[src/rtl/sprite_layer_mixer.sv]
// Pipelined sprite compositor: hit-tests square sprites per pixel, issues sprite-ROM
// addresses, waits out the ROM latency, then overlays opaque sprite pixels on the
// background colour. Adds per-channel flash/hide and sticky sprite-0 collision.
module sprite_layer_mixer #(
    parameter int unsigned NUM_SPR   = 4,
    parameter int unsigned SPR_W     = 26,
    parameter int unsigned ADDR_W    = 12,
    parameter int unsigned ROM_LAT   = 1,
    parameter logic [23:0] KEY_COLOR = 24'h0,
    parameter int unsigned FLASH_DIV = 16
) (
    input  logic                             Clk,
    input  logic                             Reset,
    input  logic                             blank,
    input  logic [9:0]                       DrawX,
    input  logic [9:0]                       DrawY,
    input  logic [23:0]                      bg_rgb,
    input  logic                             frame_tick,
    input  logic [NUM_SPR-1:0]               spr_en,
    input  logic [NUM_SPR-1:0][9:0]          spr_x,
    input  logic [NUM_SPR-1:0][9:0]          spr_y,
    input  logic [NUM_SPR-1:0][1:0]          spr_frame,
    input  logic [NUM_SPR-1:0]               flash_en,
    output logic [NUM_SPR-1:0][ADDR_W-1:0]   rom_addr,
    input  logic [NUM_SPR-1:0][23:0]         rom_data,
    input  logic                             collide_clr,
    output logic [7:0]                       Red,
    output logic [7:0]                       Green,
    output logic [7:0]                       Blue,
    output logic                             out_valid,
    output logic                             collide
);

    localparam int unsigned FlashW = ($clog2(FLASH_DIV) > 5) ? $clog2(FLASH_DIV) : 5;

    logic [NUM_SPR-1:0]               hit_d;
    logic [NUM_SPR-1:0][ADDR_W-1:0]   addr_d;

    // Delay line aligning hit/blank/bg with rom_data; the last entry meets the ROM output.
    logic [ROM_LAT-1:0][NUM_SPR-1:0]  hit_pipe_q;
    logic [ROM_LAT-1:0]               blank_pipe_q;
    logic [ROM_LAT-1:0][23:0]         bg_pipe_q;

    logic [NUM_SPR-1:0]               hit_s0_q;
    logic                             blank_s0_q;
    logic [23:0]                      bg_s0_q;

    logic [NUM_SPR-1:0]               opq;
    logic [23:0]                      pix_rgb;
    logic                             collide_d;

    logic [FlashW-1:0]                flash_cnt_q, flash_cnt_d;
    logic                             flash_phase_q, flash_phase_d;

    // Hit test and ROM address for every channel; 11-bit bounds avoid wrap near x/y=1023.
    always_comb begin
        hit_d  = '0;
        addr_d = '0;
        for (int i = 0; i < NUM_SPR; i++) begin
            hit_d[i] = spr_en[i]
                && ({1'b0, DrawX} >= {1'b0, spr_x[i]})
                && ({1'b0, DrawX} < ({1'b0, spr_x[i]} + 11'(SPR_W)))
                && ({1'b0, DrawY} >= {1'b0, spr_y[i]})
                && ({1'b0, DrawY} < ({1'b0, spr_y[i]} + 11'(SPR_W)));
            if (hit_d[i]) begin
                addr_d[i] = ADDR_W'(32'(spr_frame[i]) * 32'(SPR_W * SPR_W)
                                  + 32'(DrawY - spr_y[i]) * 32'(SPR_W)
                                  + 32'(DrawX - spr_x[i]));
            end
        end
    end

    // Stage 0 registers plus the ROM-latency delay line.
    always_ff @(posedge Clk) begin
        if (Reset) begin
            rom_addr     <= '0;
            hit_s0_q     <= '0;
            blank_s0_q   <= 1'b0;
            bg_s0_q      <= '0;
            hit_pipe_q   <= '0;
            blank_pipe_q <= '0;
            bg_pipe_q    <= '0;
        end else begin
            rom_addr        <= addr_d;
            hit_s0_q        <= hit_d;
            blank_s0_q      <= blank;
            bg_s0_q         <= bg_rgb;
            hit_pipe_q[0]   <= hit_s0_q;
            blank_pipe_q[0] <= blank_s0_q;
            bg_pipe_q[0]    <= bg_s0_q;
            for (int j = 1; j < ROM_LAT; j++) begin
                hit_pipe_q[j]   <= hit_pipe_q[j-1];
                blank_pipe_q[j] <= blank_pipe_q[j-1];
                bg_pipe_q[j]    <= bg_pipe_q[j-1];
            end
        end
    end

    // Opacity, priority mux (lowest index wins), blanking and collision next state.
    always_comb begin
        opq       = '0;
        pix_rgb   = bg_pipe_q[ROM_LAT-1];
        collide_d = collide;
        for (int i = 0; i < NUM_SPR; i++) begin
            opq[i] = hit_pipe_q[ROM_LAT-1][i] && (rom_data[i] != KEY_COLOR)
                     && !(flash_en[i] && flash_phase_q);
        end
        for (int i = int'(NUM_SPR) - 1; i >= 0; i--) begin
            if (opq[i]) pix_rgb = rom_data[i];
        end
        if (!blank_pipe_q[ROM_LAT-1]) pix_rgb = '0;
        if (collide_clr) collide_d = 1'b0;
        // Set has priority over a concurrent clear.
        if (blank_pipe_q[ROM_LAT-1] && opq[0] && (|opq[NUM_SPR-1:1])) collide_d = 1'b1;
    end

    // Flash phase toggles every FLASH_DIV frame ticks.
    always_comb begin
        flash_cnt_d   = flash_cnt_q;
        flash_phase_d = flash_phase_q;
        if (frame_tick) begin
            if (flash_cnt_q == FlashW'(FLASH_DIV - 1)) begin
                flash_cnt_d   = '0;
                flash_phase_d = !flash_phase_q;
            end else begin
                flash_cnt_d = flash_cnt_q + 1'b1;
            end
        end
    end

    // Output, collision and flash state registers.
    always_ff @(posedge Clk) begin
        if (Reset) begin
            Red           <= '0;
            Green         <= '0;
            Blue          <= '0;
            out_valid     <= 1'b0;
            collide       <= 1'b0;
            flash_cnt_q   <= '0;
            flash_phase_q <= 1'b0;
        end else begin
            {Red, Green, Blue} <= pix_rgb;
            out_valid          <= blank_pipe_q[ROM_LAT-1];
            collide            <= collide_d;
            flash_cnt_q        <= flash_cnt_d;
            flash_phase_q      <= flash_phase_d;
        end
    end

endmodule
[config.mk]
export PLATFORM = sky130hd
export DESIGN_NAME = sprite_layer_mixer
export DESIGN_NICKNAME = d
export VERILOG_FILES = /design/src/rtl/sprite_layer_mixer.sv
export SDC_FILE = /design/constraint.sdc
export NUM_CORES = 1
export LEC_CHECK = 0
export BUFFER_PORTS_ARGS = -buffer_cell sky130_fd_sc_hd__buf_2
export CELL_PAD_IN_SITES_DETAIL_PLACEMENT = 1
export CELL_PAD_IN_SITES_GLOBAL_PLACEMENT = 1
export CORE_ASPECT_RATIO = 1.2
export CORE_MARGIN = 3
export CORE_UTILIZATION = 45
export DETAILED_ROUTE_END_ITERATION = 10
export PLACE_DENSITY_LB_ADDON = 0.1
export SLEW_MARGIN = 20
export SYNTH_ARGS = -nofsm -noshare
export SYNTH_HDL_FRONTEND = slang
export SYNTH_SLANG_ARGS = --single-unit
[constraint.sdc]
create_clock -name Clk -period 10.9 [get_ports Clk]
set_input_delay 0.545 -clock Clk [delete_from_list [all_inputs] [get_ports Clk]]
set_output_delay 0.545 -clock Clk [all_outputs]
set_load 0.1 [all_outputs]
==> impl_metrics.tcl <==
set metrics [dict create \
    grt_pass1_wl_um 79900 \
    hold_path.class "input pin to flop" \
    gp_congestion 0.927 \
    post-route-period-util_pct 57.0 \
    drc 0 \
    crit_path_top_delay_cell "fa_1" \
    synth_nets 2495 \
    cts_tree "yes" \
    reg2reg_from "flash_phase_q" \
    min_from "bg_rgb[5]" \
    path_common_cell "inv_1" \
    powerDensity_nw_per_um2 258 \
    max_slew_margin_pct 44.9 \
    ant_nets 0 \
    hold_buffers 0 \
    syn_area_per_cell_um2 8.33 \
    layout_min_cycle_time_ns 6.22 \
    htree_num_levels 4 \
    die_h_um 212 \
    synth_ff_type "dfxtp_1" \
    synthDistinctLibCells 72 \
    root_buffer "clkbuf_16" \
    power_mw 4.83 \
    clk_pin_slew_ns 0.07 \
    wire_per_inst_um 18.9 \
    cp.buffers_inverters 6 \
    start_kind "input pin" \
    placed_area_um2 18000 \
    finalSetupTns_ns 0 \
    crit_family "adder cells" \
    synth_warnings 0 \
    setup_viol 0 \
    p_leak_nw 9.74 \
    area_delta_synth_final_pct 17.3 \
    n_fill_cell 4317 \
    cp_max_fo 6 \
    clock_latency_ns 0.45 \
    cts_buffers 17 \
    worst_slew_pin_slew_ns 0.826 \
    layout.nets 2804 \
    initial_utilization_pct 46.2 \
    critPathMaxStageDelay_ns 0.53 \
    status "complete, no violations" \
    hpwl_um 43100 \
    netlist_instances 1913 \
    port-buffer-count 314 \
    design_area_um2 18700 \
    post-cts-setup-buffer-count 0 \
    grt_overflow 0 \
    startpoint "DrawY[0]" \
    pin_count 315 \
    die_w_um 178 \
    fin_skew_ns 0.0144 \
    viasPerCell 5.41 \
    dr.first_iter.drc_count 342 \
    vias 14600 \
    cts_sinks 138 \
    grt_usage_pct 26.9 \
    grt_antenna_before_repair 15 \
    grt_max_degree 50 \
    grt_pass1_vias 15700 \
    max_freq_mhz 161 \
    worstPathArrival_ns 6.54 \
    cts_buffer_depth 2 \
    cp-end-kind "flop" \
    slew_violations 0 \
    ys_async_sr_fraction_pct 0 \
    final_hold_viol_count 0 \
    ys_seq_area_share_pct 17.3 \
    path_class "input pin to flop" \
    utilization_pct 54.2 \
    die-area_um2 37700 \
    vdd_drop_max_mv 0.364 \
    cts-resized-gates 0 \
    holdWs_ns 0.317 \
    ys_ff_latch 138 \
    cp.required_ns 11.23 \
    drive_gt1_share_pct 16.9 \
    routed_wl_um 51100 \
    row_count 74 \
    grt_setup_unrepaired "false" \
    cap_violations 0 \
    core_um2 34400 \
    synth-edff-count 0 \
    drt_first_pass_iters 4 \
    synth_area_um2 15900 \
]
-- routing by layer --
| metal | vias to the layer above | wire length (µm) | share of wire, % | GRT usage, % |
|---|---|---|---|---|
| met2 | 344 | 26400 | 52 | 51.6 |
| li1 | 7128 | - | - | - |
| met3 | 108 | 2790 | 5.5 | 5.20 |
| met5 | - | 100 | 0.20 | 0 |
| met4 | 16 | 1870 | 3.7 | 10.6 |
| met1 | 7002 | 19900 | 39 | 28.6 |
-- path summary, 6_finish.rpt --
check / end / slack (ns) / cells after the start
hold reg to reg: bg_pipe_q[3] / 0.43 / 1
setup / recovery: rom_addr[47] / 4.68 / 28
setup reg to reg: Green[3] / 8.87 / 5
hold / removal: bg_s0_q[5] / 0.32 / 2
-- cell usage in the layout, fill, tap and decap left out, drive strengths merged, types with 15 or more instances in the layout --
cell type and instances:
nor2 124, nand3 18, xor2 62, clkbuf 18, mux2i 53, nand2b 15, a21o 46, xnor2 115
nand4 26, nand2 115, inv 298, dfxtp 138, a21boi 17, a21oi 85, fa 68, nor3 56
ha 273, nor2b 89, o21a 18, nor4 27, buf 319, o21ai 113
-- stage by stage --
step / instances / setup WS, ns
floorplan: 1913 / 5.13
global placement: 2657 / 4.53
finish: 2698 / 4.68
global route: 2697 / 4.14
detailed placement: 2657 / 4.22
CTS: 2688 / 4.71
-- layout make-up --
class                      count  area, µm²  share of cell area [%]
antenna                        8       20.0                   0.107
clock buffer                  18        429                    2.30
clock inverter                13        169                   0.905
inverter                     295       1110                    5.93
multi-input combinational   1451      12000                    64.1
sequential                   138       2760                    14.8
tap                          456        571                    3.06
timing repair buffer         319       1650                    8.83
-- logic make-up (layout without fill, tap and decap cells) --
| family | after synthesis | in the layout | share of synthesized area (%) |
|---|---|---|---|
| buffers and inverters | 324 | 645 | 7.69 |
| DFF | 138 | 138 | 17.3 |
| xor gates and xnor gates | 182 | 182 | 10.4 |
| other | 0 | 8 | 0 |
| AOI/OAI and AO/OA | 365 | 365 | 15.1 |
| muxes | 53 | 53 | 3.33 |
| and+or+nand+nor | 510 | 510 | 16.1 |
| adders and majority gates | 341 | 341 | 30.0 |
-- state kept, by name (all words and copies together), names as in the netlist --
register,cells
Blue,8
Green,8
Red,8
bg_pipe_q,24
bg_s0_q,24
blank_pipe_q,1
blank_s0_q,1
collide,1
flash_cnt_q,5
flash_phase_q,1
hit_pipe_q,4
hit_s0_q,4
out_valid,1
rom_addr,48
-- power breakdown --
group	leakage [nW]	switching (mW)	internal, mW
clock	0.291	0.250	0.361
sequential	1.12	0.00665	0.526
combinational	8.32	2.03	1.66
-- synth_stat cells, types with 5 or more instances --
master | number | area [µm²]
nor2b_1 | 89 | 557
o21bai_1 | 10 | 75.1
inv_1 | 295 | 1110
and3_1 | 8 | 50.1
xnor3_1 | 5 | 113
a211oi_1 | 10 | 75.1
a21boi_0 | 17 | 128
nand4_1 | 26 | 163
clkbuf_1 | 21 | 78.8
a21o_1 | 46 | 345
nor4_1 | 27 | 169
or3_1 | 8 | 50.1
o211ai_1 | 6 | 45.0
dfxtp_1 | 138 | 2760
ha_1 | 273 | 3420
nor2_1 | 124 | 465
a211o_1 | 6 | 52.6
o41ai_1 | 9 | 78.8
buf_2 | 5 | 25.0
nand2b_1 | 15 | 93.8
o21ai_0 | 111 | 556
nand3_1 | 18 | 90.1
xnor2_1 | 115 | 1010
nor3b_1 | 5 | 37.5
nor3_1 | 52 | 260
o21a_1 | 17 | 128
nand2_1 | 112 | 420
a21oi_1 | 82 | 410
mux2i_1 | 53 | 531
xor2_1 | 62 | 543
fa_1 | 68 | 1360
(Power assumes the default switching activity.)
